==> config.mk <==
export PLATFORM = sky130hd
export DESIGN_NAME = op_sequencer
export DESIGN_NICKNAME = d
export VERILOG_FILES = /design/src/rtl/op_seq_pkg.sv /design/src/rtl/op_sequencer.sv
export SDC_FILE = /design/constraint.sdc
export NUM_CORES = 1
export LEC_CHECK = 0
export ABC_AREA = 0
export BUFFER_PORTS_ARGS = -buffer_cell sky130_fd_sc_hd__buf_2
export CAP_MARGIN = 20
export CELL_PAD_IN_SITES_DETAIL_PLACEMENT = 2
export CELL_PAD_IN_SITES_GLOBAL_PLACEMENT = 2
export CORE_UTILIZATION = 30
export CTS_BUF_LIST = sky130_fd_sc_hd__clkbuf_2 sky130_fd_sc_hd__clkbuf_4 sky130_fd_sc_hd__clkbuf_8
export CTS_CLUSTER_DIAMETER = 200
export DETAILED_ROUTE_END_ITERATION = 7
export HOLD_SLACK_MARGIN = 0.12
export PLACE_DENSITY = 0.84
export SLEW_MARGIN = 20
export SYNTH_ARGS = -nofsm -noshare
export SYNTH_HDL_FRONTEND = slang
export SYNTH_SLANG_ARGS = --single-unit
==> constraint.sdc <==
create_clock -name Clk -period 2.45 [get_ports Clk]
set_input_delay 0.1225 -clock Clk [delete_from_list [all_inputs] [get_ports Clk]]
set_output_delay 0.1225 -clock Clk [all_outputs]
set_load 0.01 [all_outputs]
==> src/rtl/op_seq_pkg.sv <==
// Shared definitions for the op_sequencer: FSM state encoding and default widths.
// Latency: n/a (declarations only).
// Backpressure: n/a.
package op_seq_pkg;

  localparam int DATA_W_DEF = 32;
  localparam int ADDR_W_DEF = 5;
  localparam int OP_W_DEF   = 3;

  typedef enum logic [1:0] {
    IDLE = 2'd0,
    READ = 2'd1,
    EXEC = 2'd2,
    WB   = 2'd3
  } state_t;

endpackage

==> src/rtl/op_sequencer.sv <==
// Sequences one ALU operation through IDLE->READ->EXEC->WB against an external regfile/ALU.
// Latency: done asserts in the third cycle after the accept edge; one op per 4 cycles.
// Backpressure: cmd_ready is high only in IDLE; overflow trap enabled by OP_SEQ_OVF_TRAP_EN.
module op_sequencer
  import op_seq_pkg::*;
#(
  parameter int DATA_W = DATA_W_DEF,
  parameter int ADDR_W = ADDR_W_DEF,
  parameter int OP_W   = OP_W_DEF
) (
  input  logic              Clk,
  input  logic              Reset,
  input  logic              cmd_valid,
  output logic              cmd_ready,
  input  logic [OP_W-1:0]   cmd_op,
  input  logic [ADDR_W-1:0] cmd_rs,
  input  logic [ADDR_W-1:0] cmd_rt,
  input  logic [ADDR_W-1:0] cmd_rd,
  output logic [ADDR_W-1:0] R_Addr_A,
  output logic [ADDR_W-1:0] R_Addr_B,
  output logic [OP_W-1:0]   ALU_OP,
  input  logic [DATA_W-1:0] alu_F,
  input  logic              alu_ZF,
  input  logic              alu_OF,
  output logic              Write_Reg,
  output logic [ADDR_W-1:0] Addr,
  output logic [DATA_W-1:0] W_Data,
  output logic              done,
  output logic              ZF,
  output logic              OF,
  output logic              err
);

  state_t            state;
  logic [ADDR_W-1:0] rd_q;

`ifdef OP_SEQ_OVF_TRAP_EN
  logic err_q;
  assign err = err_q;
`else
  assign err = 1'b0;
`endif

  // Accept only while idle and out of reset, so a held cmd_valid is ignored mid-operation.
  assign cmd_ready = Reset && (state == IDLE);

  // FSM plus operand/result latches; write strobes are single-cycle and only leave EXEC->WB.
  always_ff @(posedge Clk) begin
    if (!Reset) begin
      state     <= IDLE;
      rd_q      <= '0;
      R_Addr_A  <= '0;
      R_Addr_B  <= '0;
      ALU_OP    <= '0;
      Addr      <= '0;
      W_Data    <= '0;
      Write_Reg <= 1'b0;
      done      <= 1'b0;
      ZF        <= 1'b0;
      OF        <= 1'b0;
`ifdef OP_SEQ_OVF_TRAP_EN
      err_q     <= 1'b0;
`endif
    end else begin
      Write_Reg <= 1'b0;
      done      <= 1'b0;
`ifdef OP_SEQ_OVF_TRAP_EN
      err_q     <= 1'b0;
`endif
      case (state)
        IDLE: begin
          if (cmd_valid && cmd_ready) begin
            state    <= READ;
            R_Addr_A <= cmd_rs;
            R_Addr_B <= cmd_rt;
            ALU_OP   <= cmd_op;
            rd_q     <= cmd_rd;
          end
        end
        READ: begin
          state <= EXEC;
        end
        EXEC: begin
          // Capture the ALU result now; it is presented to the regfile during WB.
          state  <= WB;
          W_Data <= alu_F;
          ZF     <= alu_ZF;
          OF     <= alu_OF;
          Addr   <= rd_q;
          done   <= 1'b1;
`ifdef OP_SEQ_OVF_TRAP_EN
          // An overflowing result is trapped instead of committed.
          Write_Reg <= (rd_q != '0) && !alu_OF;
          err_q     <= alu_OF;
`else
          Write_Reg <= (rd_q != '0);
`endif
        end
        WB: begin
          state <= IDLE;
        end
        default: begin
          state <= IDLE;
        end
      endcase
    end
  end

endmodule

; ---- After elaboration in Yosys (flattened, before gate mapping)
; Index checks and enable logic that the tools add are counted.
[totals]
reg_bits = 61
latchBits = 0
ram_bits = 0
mem_bits_ro = 0
output_inout_bits = 56
elab_cells = 24
memories = 0
[op_classes]
n_addsub = 0
mul = 0
n_div = 0
order_cmp = 0
n_eq_ne = 4
n_shift = 0
n_mux = 3
bitwise = 0
n_reduce_logical = 6
[op_table]
columns = op, n
row1 = 2-bit one-hot mux with 4 select lines, 1
row2 = 5-bit nonzero test, 1
row3 = "2-bit == test, second input constant", 2
row4 = 2-bit AND reduction, 2
row5 = "2-bit by 1-bit == test with 1-bit output, second input constant", 1
row6 = 1-bit logical AND, 2
row7 = 2-bit zero test, 1
row8 = 2-bit two-way mux, 1
row9 = "2-bit by 1-bit inequality test with 1-bit output, second input constant", 1
row10 = 1-bit two-way mux, 1

; ---- Longest topological paths before layout
[depth]
word_depth = 5
ltp_mapped = 7
mapped_depth_nobuf = 5

; ---- Least setup slack after synthesis
; No wires, ideal clock.
[synth_timing]
path_kind = reg-to-reg
from = reg state[0]
to = reg state[0]
arrival_ns = 1.115
t_required_ns = 2.334
slack_ns = 1.219
path_stages_with_launch = 8
path_buffers = 2
synth_period_minus_slack_ns = 1.231
cell_sequence = dfxtp_1 inv_1 ha_1 buf_2 buf_4 nor2_1 nand2_1 o211a_1
[synth_via]
elab_chain_cells = 4
word_cells_on_any_way = 8
classes_between = eq/ne: 4 / mux: 1 / reduce/logical: 3
[synth_rtl]
columns = item, line_no
row1 = "start, declared", op_sequencer.sv:34  ; state_t state;
row2 = "start signal, assigned", op_sequencer.sv:50  ; state <= IDLE;
row3 = "start signal, assigned", op_sequencer.sv:73  ; state <= READ;
row4 = "start signal, assigned", op_sequencer.sv:81  ; state <= EXEC;
row5 = 2-bit zero test, "op_sequencer.sv:45, op_sequencer.sv:70"
row6 = 1-bit logical AND, op_sequencer.sv:45  ; assign cmd_ready = Reset && (state == IDLE);
row7 = 1-bit logical AND, op_sequencer.sv:72  ; if (cmd_valid && cmd_ready) begin
row8 = 2-bit by 1-bit inequality test with 1-bit output (no source line), -
; Several ways; a longest one is shown, not always the timed one.
; A chain may end at the register's enable or synchronous reset.

; ---- Worst setup path in the final report
[layout_timing]
from = reg state[0]
to = reg W_Data[9]
[layout_via]
elab_chain_cells = 1
[layout_rtl]
columns = item, line_no
row1 = 2-bit == test, op_sequencer.sv:70  ; case (state)
row2 = "end signal, assigned", op_sequencer.sv:86  ; W_Data <= alu_F;
row3 = "end, declared", op_sequencer.sv:27  ; output logic [DATA_W-1:0] W_Data,
; Every way passes these cells.

==> key figures <==
Global route
  • Met3 Usage GRT: 6.23%
  • Busiest layer in global routing: met2
  • Grt met2 use: 39.3%
  • First-pass GRT wire length: 13000 um
  • Antenna violations before repair: 0
  • Pin count of the biggest net entering global routing: 62
  • Vias in the first global route: 2518
  • GR Overflow Total: 0
  • Met1 Use GR: 21.2%
  • Tot GR Track Use: 20.7%

Floorplanning
  • Site Rows: 31
  • Vert. Die Dim: 90.7 um
  • Die ar.: 8220 um^2
  • Die Width: 90.7 um
  • I/O Pins: 111
  • Starting Density: 31.8%
  • Core Area: 7410 um^2

Timing
  • Slew headroom: 64.2%
  • Max Fclk: 0.583 GHz
  • Final hold violation count: 0
  • Slew Viols, Final: 0
  • Final period util: 70.0%
  • TNS Setup: 0 ns
  • Worst slew pin tran: 0.537 ns
  • Clock Skew: 0.00779 ns
  • Setup violations, final: 0
  • RSZ-0062 raised after global routing: false
  • Min cycle time layout: 1.72 ns

Pwr
  • IR drop worst, VDD: 0.000414 V
  • Leak Pwr: 1.62 nW
  • P per Cell Area: 846 nW/um^2

Synthesis
  • Post-synthesis sequential area ratio: 51.8%
  • Synth Area per Inst: 10.4 um^2
  • Library cells used by synthesis: 21
  • Total of warnings raised by yosys: 0
  • Mapped Area: 2360 um^2
  • Net Count, Synth: 285
  • Syn Inst Count: 227
  • Synth Register Bits: 61

Clocking
  • CTS Buf Count: 9
  • Clock Path Buffers: 2
  • Sink Count: 61
  • Register clock-pin slew on the reported worst setup and hold paths: 0.06 ns
  • H-tree lvl count: 3
  • TritonCTS clock tree: done
  • CTS root buf: clkbuf_8
  • PostCTS Resize Cnt: 0
  • Worst skew pair latency: 0.33 ns
  • Setup bufs post-CTS: 0

Setup path
  • Worst path top cell family by delay: adder cells
  • Critical path endpoint category: flop
  • Slowest cell on crit path: ha_2
  • Critical path arrival: 1.93 ns
  • CP Max Fanout: 26
  • Largest stage delay, worst path: 0.54 ns
  • Crit start category: flop
  • Reg2reg start: state[0]
  • Data required, critical path: 2.66 ns
  • R2r setup slk: 0.73 ns
  • Setup Crit Path Kind: flop to flop
  • CP bufs+invs: 2
  • FF-to-FF End: W_Data[9]
  • Worst r2r path cells: 5
  • CP Cell Sequence: inv_1 > ha_2 > buf_12 > mux2i_1 > nor2b_1

Route
  • WL per Instance: 16.5 um
  • Detailed-router iteration count before antenna repair: 4
  • Starting DRT DRC Count: 37
  • Routed Antenna Nets: 0
  • Vias per Instance: 4.40
  • Routed wire length: 8020 um
  • Vias: 2142
  • Number of remaining DRC errors: 0

Placed design
  • DP Cell Count: 421
  • Post-DP HPWL: 4460 um
  • Port Buf Inserts: 109
  • Placed Area: 2940 um^2
  • GPL Wtd Cong: 0.620

Layout
  • Final instance area: 3630 um^2
  • Layout cells sized above 1: 35.1%
  • Area growth from synthesis to layout: 54.1%
  • Cell Count, Final, Fillers Out: 487
  • # diodes: 0
  • Post-layout util: 49.0%
  • Fill cells: 781
  • Fin nets: 443

Status
  • Outcome: completed

Min path
  • Min-delay src: cmd_valid
  • Class of the worst hold path: input pin to flop
  • Worst hold path stage count: 3
  • Hold Path End: state[0]

Job
  • Maxcap violations: 0
layout make-up:
class	count	area [um^2]	area share, %
clock buffer	12	159	4.37
clock inverter	2	10.0	0.275
inverter	2	7.51	0.207
multi-input combinational	147	1010	27.8
sequential	61	1220	33.6
tap	99	124	3.41
timing repair buffer	164	1100	30.3
per-layer routing:
layer  wire length, um  share of wire (%)
met5                 0                  0
met4                53               0.66
met3               516                6.4
met1              3140                 39
met2              4310                 54
cells in the final DEF, fill, tap and decap left out:
master         instances
and2_1                 2
and3_1                 1
buf_12                 1
buf_2                109
buf_4                  2
clkbuf_4               1
clkbuf_8              11
clkinv_2               2
conb_1                 1
dfxtp_1               61
dlygate4sd3_1         52
ha_1                   2
ha_2                   1
inv_1                  2
mux2i_1               40
nand2_1               37
nand2b_1               1
nor2_1                 1
nor2b_1               40
o211a_1                1
o21a_1                 1
o21ai_0                6
o21ai_1                3
o21ai_2                9
or4_1                  1
worst min-delay path: cells and delay by family:
family	cells	cell delay, ns
AOI/OAI and AO/OA	1	0.15
and+or+nand+nor	1	0.16
buffers and inverters	1	0.08
power breakdown:
part	switching [mW]	internal, mW	total (mW)
sequential	0.106	1.17	1.28
combinational	0.526	0.479	1.01
clock	0.369	0.419	0.788
Yosys cell counts, drive strengths merged:
cell	count	area share (%)
nand2	37	5.9
or4	1	0.32
nor2b	40	11
conb	1	0.16
clkbuf	6	0.95
and3	1	0.27
ha	3	1.6
buf	11	4.2
nor2	1	0.16
o21ai	18	5.3
nand2b	1	0.27
and2	2	0.53
mux2i	40	17
dfxtp	61	52
o21a	1	0.32
o211a	1	0.42
inv	2	0.32
stage by stage:
step                total power [mW]  setup slack, ns  hold WS, ns
global placement                2.16            0.845        0.315
finish                          3.07            0.734        0.224
detailed placement              2.22            0.764        0.330
floorplan                       1.92             1.22        0.231
CTS                             3.08            0.760        0.205
global route                    3.27            0.580        0.234
how the worst max path moves through the flow:
stage | from | end | slack (ns) | cells after the start
2_1_floorplan | state[0] | state[0] | 1.22 | 7
3_3_place_gp | state[0] | W_Data[9] | 0.85 | 5
3_5_place_dp | state[0] | W_Data[5] | 0.76 | 5
4_1_cts | state[0] | W_Data[5] | 0.76 | 5
5_1_grt | state[0] | W_Data[9] | 0.58 | 5
6_report | state[0] | W_Data[9] | 0.73 | 5
sequential cells by signal (all words and copies together) (netlist names):
register,count
R_Addr_B,5
Write_Reg,1
rd_q,5
ALU_OP,3
ZF,1
Addr,5
state,2
done,1
OF,1
R_Addr_A,5
W_Data,32
kinds of logic after synthesis:
logic type | synth area share, %
AOI/OAI and AO/OA | 5.99
adders and majority gates | 1.59
buffers and inverters | 5.46
DFF | 51.8
muxes | 17.0
other | 0.159
and+or+nand+nor | 18.0
repair_timing:
action	in CTS	in global routing
endpoints found under the hold margin	52	0
endpoints found under the setup margin	0	0
hold buffers	52	0
Power figures use the tool's default switching activity.
